### src/rtl/sprite_pixel_ctrl.sv
// Two-sprite pixel sequencer: per-frame position shadowing, hit test with
// fixed priority, one shared ROM read per pixel, palette steering,
// transparency keying and a registered 12-bit RGB output.
module sprite_pixel_ctrl #(
  parameter int         SPR_W      = 32,
  parameter int         SPR_H      = 32,
  parameter int         FRAMES     = 4,
  parameter int         ADDR_W     = 13,
  parameter logic [3:0] TRANSP_IDX = 4'd0
) (
  input  logic              Clk,
  input  logic              Reset_n,
  input  logic              frame_start,
  input  logic              pix_en,
  input  logic [9:0]        DrawX,
  input  logic [9:0]        DrawY,
  input  logic [9:0]        s0_x,
  input  logic [9:0]        s1_x,
  input  logic [9:0]        s0_y,
  input  logic [9:0]        s1_y,
  input  logic [1:0]        s0_frame,
  input  logic [1:0]        s1_frame,
  input  logic              s0_en,
  input  logic              s1_en,
  input  logic [11:0]       bg_rgb,
  output logic [ADDR_W-1:0] rom_addr,
  input  logic [3:0]        rom_data,
  output logic [3:0]        pal_index,
  input  logic [11:0]       pal_rgb,
  output logic [3:0]        red,
  output logic [3:0]        green,
  output logic [3:0]        blue,
  output logic              rgb_valid
);

  // Live sprite inputs gathered into arrays, index 0 = player, 1 = enemy
  logic [9:0] live_x [2];
  logic [9:0] live_y [2];
  logic [1:0] live_frame [2];
  logic       live_en [2];

  assign live_x[0]     = s0_x;
  assign live_x[1]     = s1_x;
  assign live_y[0]     = s0_y;
  assign live_y[1]     = s1_y;
  assign live_frame[0] = s0_frame;
  assign live_frame[1] = s1_frame;
  assign live_en[0]    = s0_en;
  assign live_en[1]    = s1_en;

  // Shadow copies used for rendering, refreshed only at frame_start
  logic [9:0] sh_x_reg [2];
  logic [9:0] sh_y_reg [2];
  logic [1:0] sh_frame_reg [2];
  logic       sh_en_reg [2];

  // Per-sprite hit flags and candidate ROM addresses
  logic              hit [2];
  logic [9:0]        off_x [2];
  logic [9:0]        off_y [2];
  logic [ADDR_W-1:0] cand_addr [2];

  // Pixel coordinates widened so x+SPR_W near 1023 does not wrap
  logic [10:0] draw_x_ext;
  logic [10:0] draw_y_ext;

  assign draw_x_ext = {1'b0, DrawX};
  assign draw_y_ext = {1'b0, DrawY};

  genvar gi;
  generate
    for (gi = 0; gi < 2; gi++) begin : g_sprite
      // Latch live position/frame/enable at the start of vertical blank
      always_ff @(posedge Clk) begin
        if (!Reset_n) begin
          sh_x_reg[gi]     <= '0;
          sh_y_reg[gi]     <= '0;
          sh_frame_reg[gi] <= '0;
          sh_en_reg[gi]    <= 1'b0;
        end else if (frame_start) begin
          sh_x_reg[gi]     <= live_x[gi];
          sh_y_reg[gi]     <= live_y[gi];
          sh_frame_reg[gi] <= live_frame[gi];
          sh_en_reg[gi]    <= live_en[gi];
        end
      end

      assign hit[gi] = sh_en_reg[gi]
                    && (draw_x_ext >= {1'b0, sh_x_reg[gi]})
                    && (draw_x_ext <  ({1'b0, sh_x_reg[gi]} + 11'(SPR_W)))
                    && (draw_y_ext >= {1'b0, sh_y_reg[gi]})
                    && (draw_y_ext <  ({1'b0, sh_y_reg[gi]} + 11'(SPR_H)));

      assign off_x[gi] = DrawX - sh_x_reg[gi];
      assign off_y[gi] = DrawY - sh_y_reg[gi];

      // Offsets are only meaningful on a hit, when they lie inside the sprite
      assign cand_addr[gi] = ADDR_W'(((gi * FRAMES + int'(sh_frame_reg[gi])) * SPR_H
                                      + int'(off_y[gi])) * SPR_W + int'(off_x[gi]));
    end
  endgenerate

  // Pipeline state
  logic              v1_reg;
  logic              hit1_reg;
  logic              v2_reg;
  logic              hit2_reg;
  logic [ADDR_W-1:0] rom_addr_reg;
  logic [ADDR_W-1:0] rom_addr_next;
  logic              any_hit;
  logic [11:0]       rgb_reg;
  logic [11:0]       rgb_next;
  logic              rgb_valid_reg;

  // Fixed priority: sprite 0 wins; address holds when nothing is fetched
  always_comb begin
    any_hit       = hit[0] || hit[1];
    rom_addr_next = rom_addr_reg;
    if (pix_en) begin
      if (hit[0]) begin
        rom_addr_next = cand_addr[0];
      end else if (hit[1]) begin
        rom_addr_next = cand_addr[1];
      end
    end
  end

  // Stage 1: register hit and issue the ROM read
  always_ff @(posedge Clk) begin
    if (!Reset_n) begin
      v1_reg       <= 1'b0;
      hit1_reg     <= 1'b0;
      rom_addr_reg <= '0;
    end else begin
      v1_reg       <= pix_en;
      hit1_reg     <= pix_en && any_hit;
      rom_addr_reg <= rom_addr_next;
    end
  end

  // Stage 2: ROM data arrives alongside these flags
  always_ff @(posedge Clk) begin
    if (!Reset_n) begin
      v2_reg   <= 1'b0;
      hit2_reg <= 1'b0;
    end else begin
      v2_reg   <= v1_reg;
      hit2_reg <= hit1_reg;
    end
  end

  assign pal_index = (v2_reg && hit2_reg) ? rom_data : 4'd0;

  // Transparent key never falls through to the other sprite: background wins
  always_comb begin
    rgb_next = bg_rgb;
    if (hit2_reg && (rom_data != TRANSP_IDX)) begin
      rgb_next = pal_rgb;
    end
  end

  // Stage 3: register final colour; colour holds across idle cycles
  always_ff @(posedge Clk) begin
    if (!Reset_n) begin
      rgb_reg       <= '0;
      rgb_valid_reg <= 1'b0;
    end else begin
      rgb_valid_reg <= v2_reg;
      if (v2_reg) begin
        rgb_reg <= rgb_next;
      end
    end
  end

  assign rom_addr  = rom_addr_reg;
  assign red       = rgb_reg[11:8];
  assign green     = rgb_reg[7:4];
  assign blue      = rgb_reg[3:0];
  assign rgb_valid = rgb_valid_reg;

endmodule
### config.mk
export PLATFORM = sky130hd
export DESIGN_NAME = sprite_pixel_ctrl
export DESIGN_NICKNAME = d
export VERILOG_FILES = /design/src/rtl/sprite_pixel_ctrl.sv
export SDC_FILE = /design/constraint.sdc
export NUM_CORES = 1
export LEC_CHECK = 0
export BUFFER_PORTS_ARGS = -buffer_cell sky130_fd_sc_hd__buf_2
export CORE_MARGIN = 2
export CORE_UTILIZATION = 55
export CTS_CLUSTER_DIAMETER = 30
export DETAILED_ROUTE_END_ITERATION = 12
export GPL_TIMING_DRIVEN = 0
export PLACE_DENSITY = 0.79
export RECOVER_POWER = 50
export SYNTH_ARGS = -nofsm -noshare
export SYNTH_HDL_FRONTEND = slang
export SYNTH_SLANG_ARGS = --single-unit
### constraint.sdc
create_clock -name Clk -period 10.5 [get_ports Clk]
set_input_delay 1.575 -clock Clk [delete_from_list [all_inputs] [get_ports Clk]]
set_output_delay 1.575 -clock Clk [all_outputs]
set_load 0.01 [all_outputs]
==> summary.txt, run 1 <==
Crit path launch -> DrawX[1]
Worst Tran Pin Value -> 0.6683 ns
Initial core utilization -> 0.5588
Antenna-violating nets left -> 0
Clk buf depth -> 2
GRT Total Usage -> 0.2734
Total Power -> 1.107 mW
Top-area cell type share of the netlist area -> 0.2039
Req. time, crit path -> 10.70 ns
Worst min-delay path class -> flip-flop to flip-flop
Setup bufs post-CTS -> 0
Core Area -> 11860 sq um
CP Cell Sequence -> buf_2, ha_1, nor2b_1, o31a_1, o21a_1, o21a_1, o21ai_0, nor2b_1, xnor2_1, ha_1, nor2b_1, o21ai_0, a21boi_0, o21ai_0, xor2_1, mux2i_1, o221ai_2
Total die area -> 12940 sq um
First-pass DRT Iterations -> 5
Seq/Total Area, Yosys -> 0.2975
Placement Cell Area -> 7465 sq um
Fin crit share -> 0.4498
Slew Limit Fails -> 0
Final WL -> 17090 microns
Post-route minimum period -> 4.722 ns
Synth cell types -> 61
Non-Filler Instances -> 990
Top delay family on crit path -> compound AO/OA/AOI/OAI gates
Num CTS Buffers -> 9
HP Start -> v1_reg
Max Cap Violations -> 0
CTS Hold Bufs -> 0
First-pass GRT wire length -> 27950 microns
Slack of the critical path -> 5.778 ns
Worst EP arrival -> 4.92 ns
Share of flip-flops with an asynchronous set or reset -> 0
Power density over the cells -> 143.8 nW/um^2
DR vias/cell -> 5.827
Clk_skew -> 0.004918 ns
Reg2reg start -> sh_x_reg[0][1]
Share of layout cells above drive strength 1 -> 0.1649
Root buf cell -> clkbuf_16
# rows -> 40
Routability Congestion -> 0.9571
CP Launch Type -> input port
Crit end category -> flip-flop
Yosys reg bits -> 76
DIE WIDTH -> 113.8 microns
Synth Area per Inst -> 9.468 sq um
Vias in the first global route -> 5947
Setup_tns -> 0 ns
Maximum VDD drop -> 0.09354 mV
Layout overhead on the synthesized area -> 16.12%
Clock latency on the worst-skew pair -> 0.35 ns
N_diodes -> 0
Routed length per instance -> 17.26 microns
# setup viols final -> 0
Final #Nets -> 1040
Detailed placer's ending HPWL -> 13840 microns
Yosys warning count -> 0
Initial DRC Count -> 389
Grt total ovfl -> 0
Synth area leaders -> edfxtp_1, ha_1, dfxtp_1
Max FO, Critical Path -> 4
RSZ-0062 raised after global routing -> false
Outcome -> finished, final reports clean
Drc violations -> 0
Crit Path Category -> input port to flip-flop
Vias -> 5769
Post-Place Worst Slack -> 5.457 ns
Placed insts -> 974
# resized after CTS -> 0
Static Leak -> 3.758 nW
Mapped Nets -> 902
Num ports -> 128
Post-synth EDFFs -> 45
CTS H-tree depth -> 3
CTS Sinks -> 76
WHS -> 0.4339 ns
Hold violation count in the final report -> 0
Worst path max stage delay -> 0.33 ns
Area leader, netlist -> edfxtp_1
CP max stage cell -> ha_1
Post-Syn Area -> 6628 sq um
Final Cell Area -> 7696 sq um
Die Y -> 113.8 microns
Clock slew at reported path FFs -> 0.06 ns
Synth Instances -> 700
Port bufs -> 126
Buf/Inv on CP -> 1
Fmax -> 211.8 MHz
Final Core Density -> 0.6488
Pin count of the biggest net entering global routing -> 37
CTS tree -> done
Initial antenna violation count -> 0
Synth Flop Type -> edfxtp_1
Slew headroom -> 0.5488
[cell usage after synthesis (5+ instances only)]
cell type	count
inv_1	88
ha_1	86
and3_1	53
edfxtp_1	45
nand2_1	39
nor2_1	39
xnor2_1	32
dfxtp_1	31
mux2i_1	23
a21oi_1	20
o21ai_0	20
clkbuf_1	19
fa_1	18
nand4_1	16
nor2b_1	15
nand3_1	13
o211a_1	13
a211oi_1	12
o221ai_2	10
xor2_1	7
a21o_1	6
nor3_1	6
o21a_1	6
a21boi_0	5
and2_1	5
nand2b_1	5
o211ai_1	5
[cell families (layout without fill, tap and decap cells)]
group	Yosys count	after routing	synth area share
DFF	76	76	0.2975
buffers and inverters	113	256	0.06664
and+or+nand+nor	210	210	0.1692
xor gates and xnor gates	39	39	0.05154
AOI/OAI and AO/OA	132	132	0.1586
adders and majority gates	104	104	0.2167
muxes	26	26	0.03983
[final timing paths]
kind / cells after the start / end / slack, ns
setup / recovery: 17 / rom_addr[11] / 5.78
hold reg to reg: 1 / v2_reg / 0.43
setup reg to reg: 17 / rom_addr[11] / 6.75
hold / removal: 1 / v2_reg / 0.43
[final cells by class]
type	count	area [sq um]
Fill cell	974	4165
Sequential cell	76	1972
Tap cell	147	183.9
Multi-Input combinational cell	511	4214
Clock buffer	10	229.0
Timing Repair Buffer	127	616.8
Inverter	88	330.3
Buffer	25	111.4
Clock inverter	6	38.79
[routing by layer]
layer / GRT usage / part of all wire
met4: 0.09593 / 0.026
met1: 0.3358 / 0.42
met2: 0.4886 / 0.51
met5: 0 / 0
met3: 0.04251 / 0.045
[report_power, final]
group | switching [mW] | internal, mW | total (mW) | leakage [nW]
registers | 0.0141 | 0.337 | 0.351 | 0.736
clock network | 0.125 | 0.160 | 0.285 | 0.137
logic | 0.265 | 0.205 | 0.470 | 2.89
[layout by cell type (no fill, tap or decap), types with 7 or more instances in the layout]
cell / instances
mux2i_1: 23
clkbuf_1: 48
nand3_1: 13
fa_1: 18
inv_1: 88
o21ai_0: 20
xor2_1: 7
nand2_1: 39
a21oi_1: 20
nand4_1: 16
dfxtp_1: 31
o211a_1: 13
ha_1: 86
nor2b_1: 15
o221ai_2: 10
clkbuf_16: 9
xnor2_1: 32
buf_2: 101
edfxtp_1: 45
nor2_1: 39
and3_1: 53
a211oi_1: 12
No activity file was read; power rests on OpenSTA's default activity.
==> run 2: changes to the inputs <==
--- a/config.mk
+++ b/config.mk
@@ -5,6 +5,7 @@
 export SDC_FILE = /design/constraint.sdc
 export NUM_CORES = 1
 export LEC_CHECK = 0
+export ABC_AREA = 1
 export BUFFER_PORTS_ARGS = -buffer_cell sky130_fd_sc_hd__buf_2
 export CORE_MARGIN = 2
 export CORE_UTILIZATION = 55
==> constraint.sdc (replaced) <==
create_clock -name Clk -period 4.9 [get_ports Clk]
set_input_delay 0.735 -clock Clk [delete_from_list [all_inputs] [get_ports Clk]]
set_output_delay 0.735 -clock Clk [all_outputs]
set_load 0.01 [all_outputs]
==> run 2 against run 1 <==
Sequential power grew 110%. The run now ends with max-capacitance violations, max-slew violations left. Critical path type unchanged. Worst hold slack lost 0.023 ns. Clock skew grew 0.0021 ns. Critical path depth is 9 higher. First-iteration DRC count is 22% lower. Global-route usage decreased by 4.1 points. Via count increased by 4.0%. Combinational power increased by 110%. Area after synthesis is 1.1% higher. Register-to-register slack lost 5.2 ns. Clock power rose by 130%. Sequential share of layout area is 0.30 points lower.
==> summary.txt, run 2 <==
Outcome -> finished with violations
Failing checks -> max-capacitance violations, max-slew violations
First-pass GRT wire length -> 24160 microns (-14%)
Final WL -> 14670 microns (-14%)
Filler cells -> 1063 (+9.1%)
Clock latency on the worst-skew pair -> 0.35 ns (about the same)
N_diodes -> 0 (unchanged)
Synth Instances -> 899 (+28%)
Synth cell types -> 36 (-41%)
# rows -> 40 (unchanged)
Setup_tns -> 0 ns (unchanged)
# resized after CTS -> 0 (unchanged)
GRT Total Usage -> 0.2323 (-0.04114)
Crit Path Category -> input port to flip-flop
Cell repeated most along the worst path -> nand2_1
Clk buf depth -> 2 (unchanged)
DRT met1 WL -> 6840 microns (-4.7%)
CTS Sinks -> 76 (unchanged)
DR vias/cell -> 5.039 (-14%)
Post-route minimum period -> 3.500 ns
Post-synth top cells -> inv_1, nand2_1, nor2_1
Commonest non-fill, non-tap cell in the layout -> inv_1
Fmax -> 285.7 MHz
CP max stage cell -> ha_1
Reg2reg start -> sh_x_reg[0][2]
Clk_skew -> 0.007016 ns (+0.002099 ns)
Clock slew at reported path FFs -> 0.06 ns (about the same)
Crit path launch -> DrawX[2]
Top-area cell type share of the netlist area -> 0.2016 (-0.002246)
Final #Nets -> 1240 (+19%)
Worst min-delay path class -> flip-flop to flip-flop
Seq/Total Area, Yosys -> 0.2942 (-0.003277)
Core Area -> 11960 sq um (+0.84%)
Flop2flop setup slack -> 1.56 ns (-5.19 ns)
Die Y -> 114.4 microns (+0.54%)
Post-synth EDFFs -> 45 (unchanged)
CTS H-tree depth -> 3 (unchanged)
Slew headroom -> -0.5128 (-1.062)
Worst EP arrival -> 3.74 ns (-1.18 ns)
Top delay family on crit path -> simple AND/OR/NAND/NOR gates
Grt total ovfl -> 0 (unchanged)
Setup bufs post-CTS -> 0 (unchanged)
Synth Area per Inst -> 7.454 sq um (-21%)
Total die area -> 13080 sq um (+1.1%)
Req. time, crit path -> 5.14 ns (-5.56 ns)
Synth Flop Type -> edfxtp_1
Multi-input combinational cell area -> 3940 sq um (-6.5%)
CTS tree -> done
Met3 WL -> 877 microns (+13%)
Area leader, netlist -> edfxtp_1
Pin count of the biggest net entering global routing -> 43 (+16%)
First-pass DRT Iterations -> 5 (unchanged)
Synth area leaders -> edfxtp_1, ha_1, inv_1
Yosys warning count -> 0 (unchanged)
Top Metal Used -> met4
CTS Hold Bufs -> 0 (unchanged)
# setup viols final -> 0 (unchanged)
Max FO, Critical Path -> 5 (+1)
Initial antenna violation count -> 0 (unchanged)
Share of flip-flops with an asynchronous set or reset -> 0 (unchanged)
Post-Syn Area -> 6701 sq um (+1.1%)
Buf/Inv on CP -> 1 (unchanged)
Num ports -> 128 (unchanged)
Power density over the cells -> 305.8 nW/um^2 (+110%)
Maximum VDD drop -> 0.1542 mV (+65%)
Final Core Density -> 0.6509 (+0.002101)
Share of layout cells above drive strength 1 -> 0.1409 (-0.02395)
Detailed placer's ending HPWL -> 11870 microns (-14%)
Worst Tran Pin Value -> 2.269 ns (+1.601 ns)
Max Cap Violations -> 1 (+1)
Static Leak -> 4.171 nW (+11%)
Fin crit share -> 0.7142
Met2 wire length -> 6623 microns (-24%)
Initial core utilization -> 0.5603 (+0.001496)
Num CTS Buffers -> 9 (unchanged)
Hold violation count in the final report -> 0 (unchanged)
Drc violations -> 0 (unchanged)
RSZ-0062 raised after global routing -> false
Vias -> 5997 (+4.0%)
DIE WIDTH -> 114.4 microns (+0.54%)
HP Start -> v1_reg
Most frequent cells in the layout -> inv_1, nand2_1, nor2_1, buf_2, ha_1
Root buf cell -> clkbuf_16
Initial DRC Count -> 305 (-22%)
Yosys reg bits -> 76 (unchanged)
Most frequent cell after synthesis -> inv_1
Port bufs -> 127 (+0.79%)
Worst path max stage delay -> 0.37 ns (+0.04 ns)
Vias in the first global route -> 5459 (-8.2%)
Crit end category -> flip-flop
Mapped Nets -> 1101 (+22%)
Slew Limit Fails -> 43 (+43)
Routed length per instance -> 12.33 microns (-29%)
Seq. cell area -> 1972 sq um (unchanged)
Routability Congestion -> 0.8752 (-8.6%)
Antenna-violating nets left -> 0 (unchanged)
CP Launch Type -> input port
Layout overhead on the synthesized area -> 16.19% (about the same)
## run 2: changes by cell type after synthesis, sizes merged, moves of 13 or more
cell	previous run	this run
xor2	7	25
nand3	13	42
inv	88	190
nor2b	15	0
nand2	39	185
a31oi	1	18
and3	53	1
nor2	39	113
a21oi	20	42
o21ai	20	35
xnor2	32	17
o221ai	14	0
o211a	13	0
mux2i	23	0
## run 2: where the power goes
group	internal (mW)	leakage (nW)	switching [mW]
Clock	0.374	0.145	0.274
Combinational	0.402	3.29	0.581
Sequential	0.722	0.736	0.0277
Total	1.50	4.17	0.883
## run 2: area by class of cell
cell class | instances | share of cell area
Inverter | 191 | 0.09208
Buffer | 15 | 0.008999
Clock buffer | 11 | 0.03262
Sequential cell | 76 | 0.2533
Multi-Input combinational cell | 617 | 0.5060
Timing Repair Buffer | 128 | 0.07906
Tap cell | 147 | 0.02362
Clock inverter | 5 | 0.004339
## run 2: tightest hold or removal path, stage by stage, from the launching register on
cell     delay, ns
dfxtp_1       0.30
nand2_1       0.04
inv_1         0.04
## run 2: layer usage
metal,vias up,GRT usage
met1,2668,0.3086
met4,0,0.09268
met2,186,0.3807
met5,-,0
met3,22,0.03547
li1,3121,-
## run 2: final timing paths
path	endpoint	depth (start not counted)
worst min-delay path	v2_reg	2
worst min register to register	v2_reg	2
worst max register to register	rom_addr[12]	26
worst max-delay path	rom_addr[12]	26
## run 2: kinds of logic after synthesis
logic type	after synthesis	share of synthesized area
buffers and inverters	206	0.1178
xor gates and xnor gates	42	0.05489
and+or+nand+nor	369	0.2354
DFF	76	0.2943
adders and majority gates	104	0.2143
AOI/OAI and AO/OA	102	0.08327
## run 2: per-stage QoR
stage               hold WS, ns  cell area [sq um]  power, mW  std cells  setup WS (ns)
floorplan                0.3905               6701      1.502        899          1.644
global placement         0.3935               7521      1.715       1173          1.140
detailed placement       0.3955               7543      1.743       1174          1.081
CTS                      0.4122               7831      2.389       1190          1.434
global route             0.4676               7786      2.569       1190         0.9345
finish                   0.4108               7786      2.381       1190          1.400
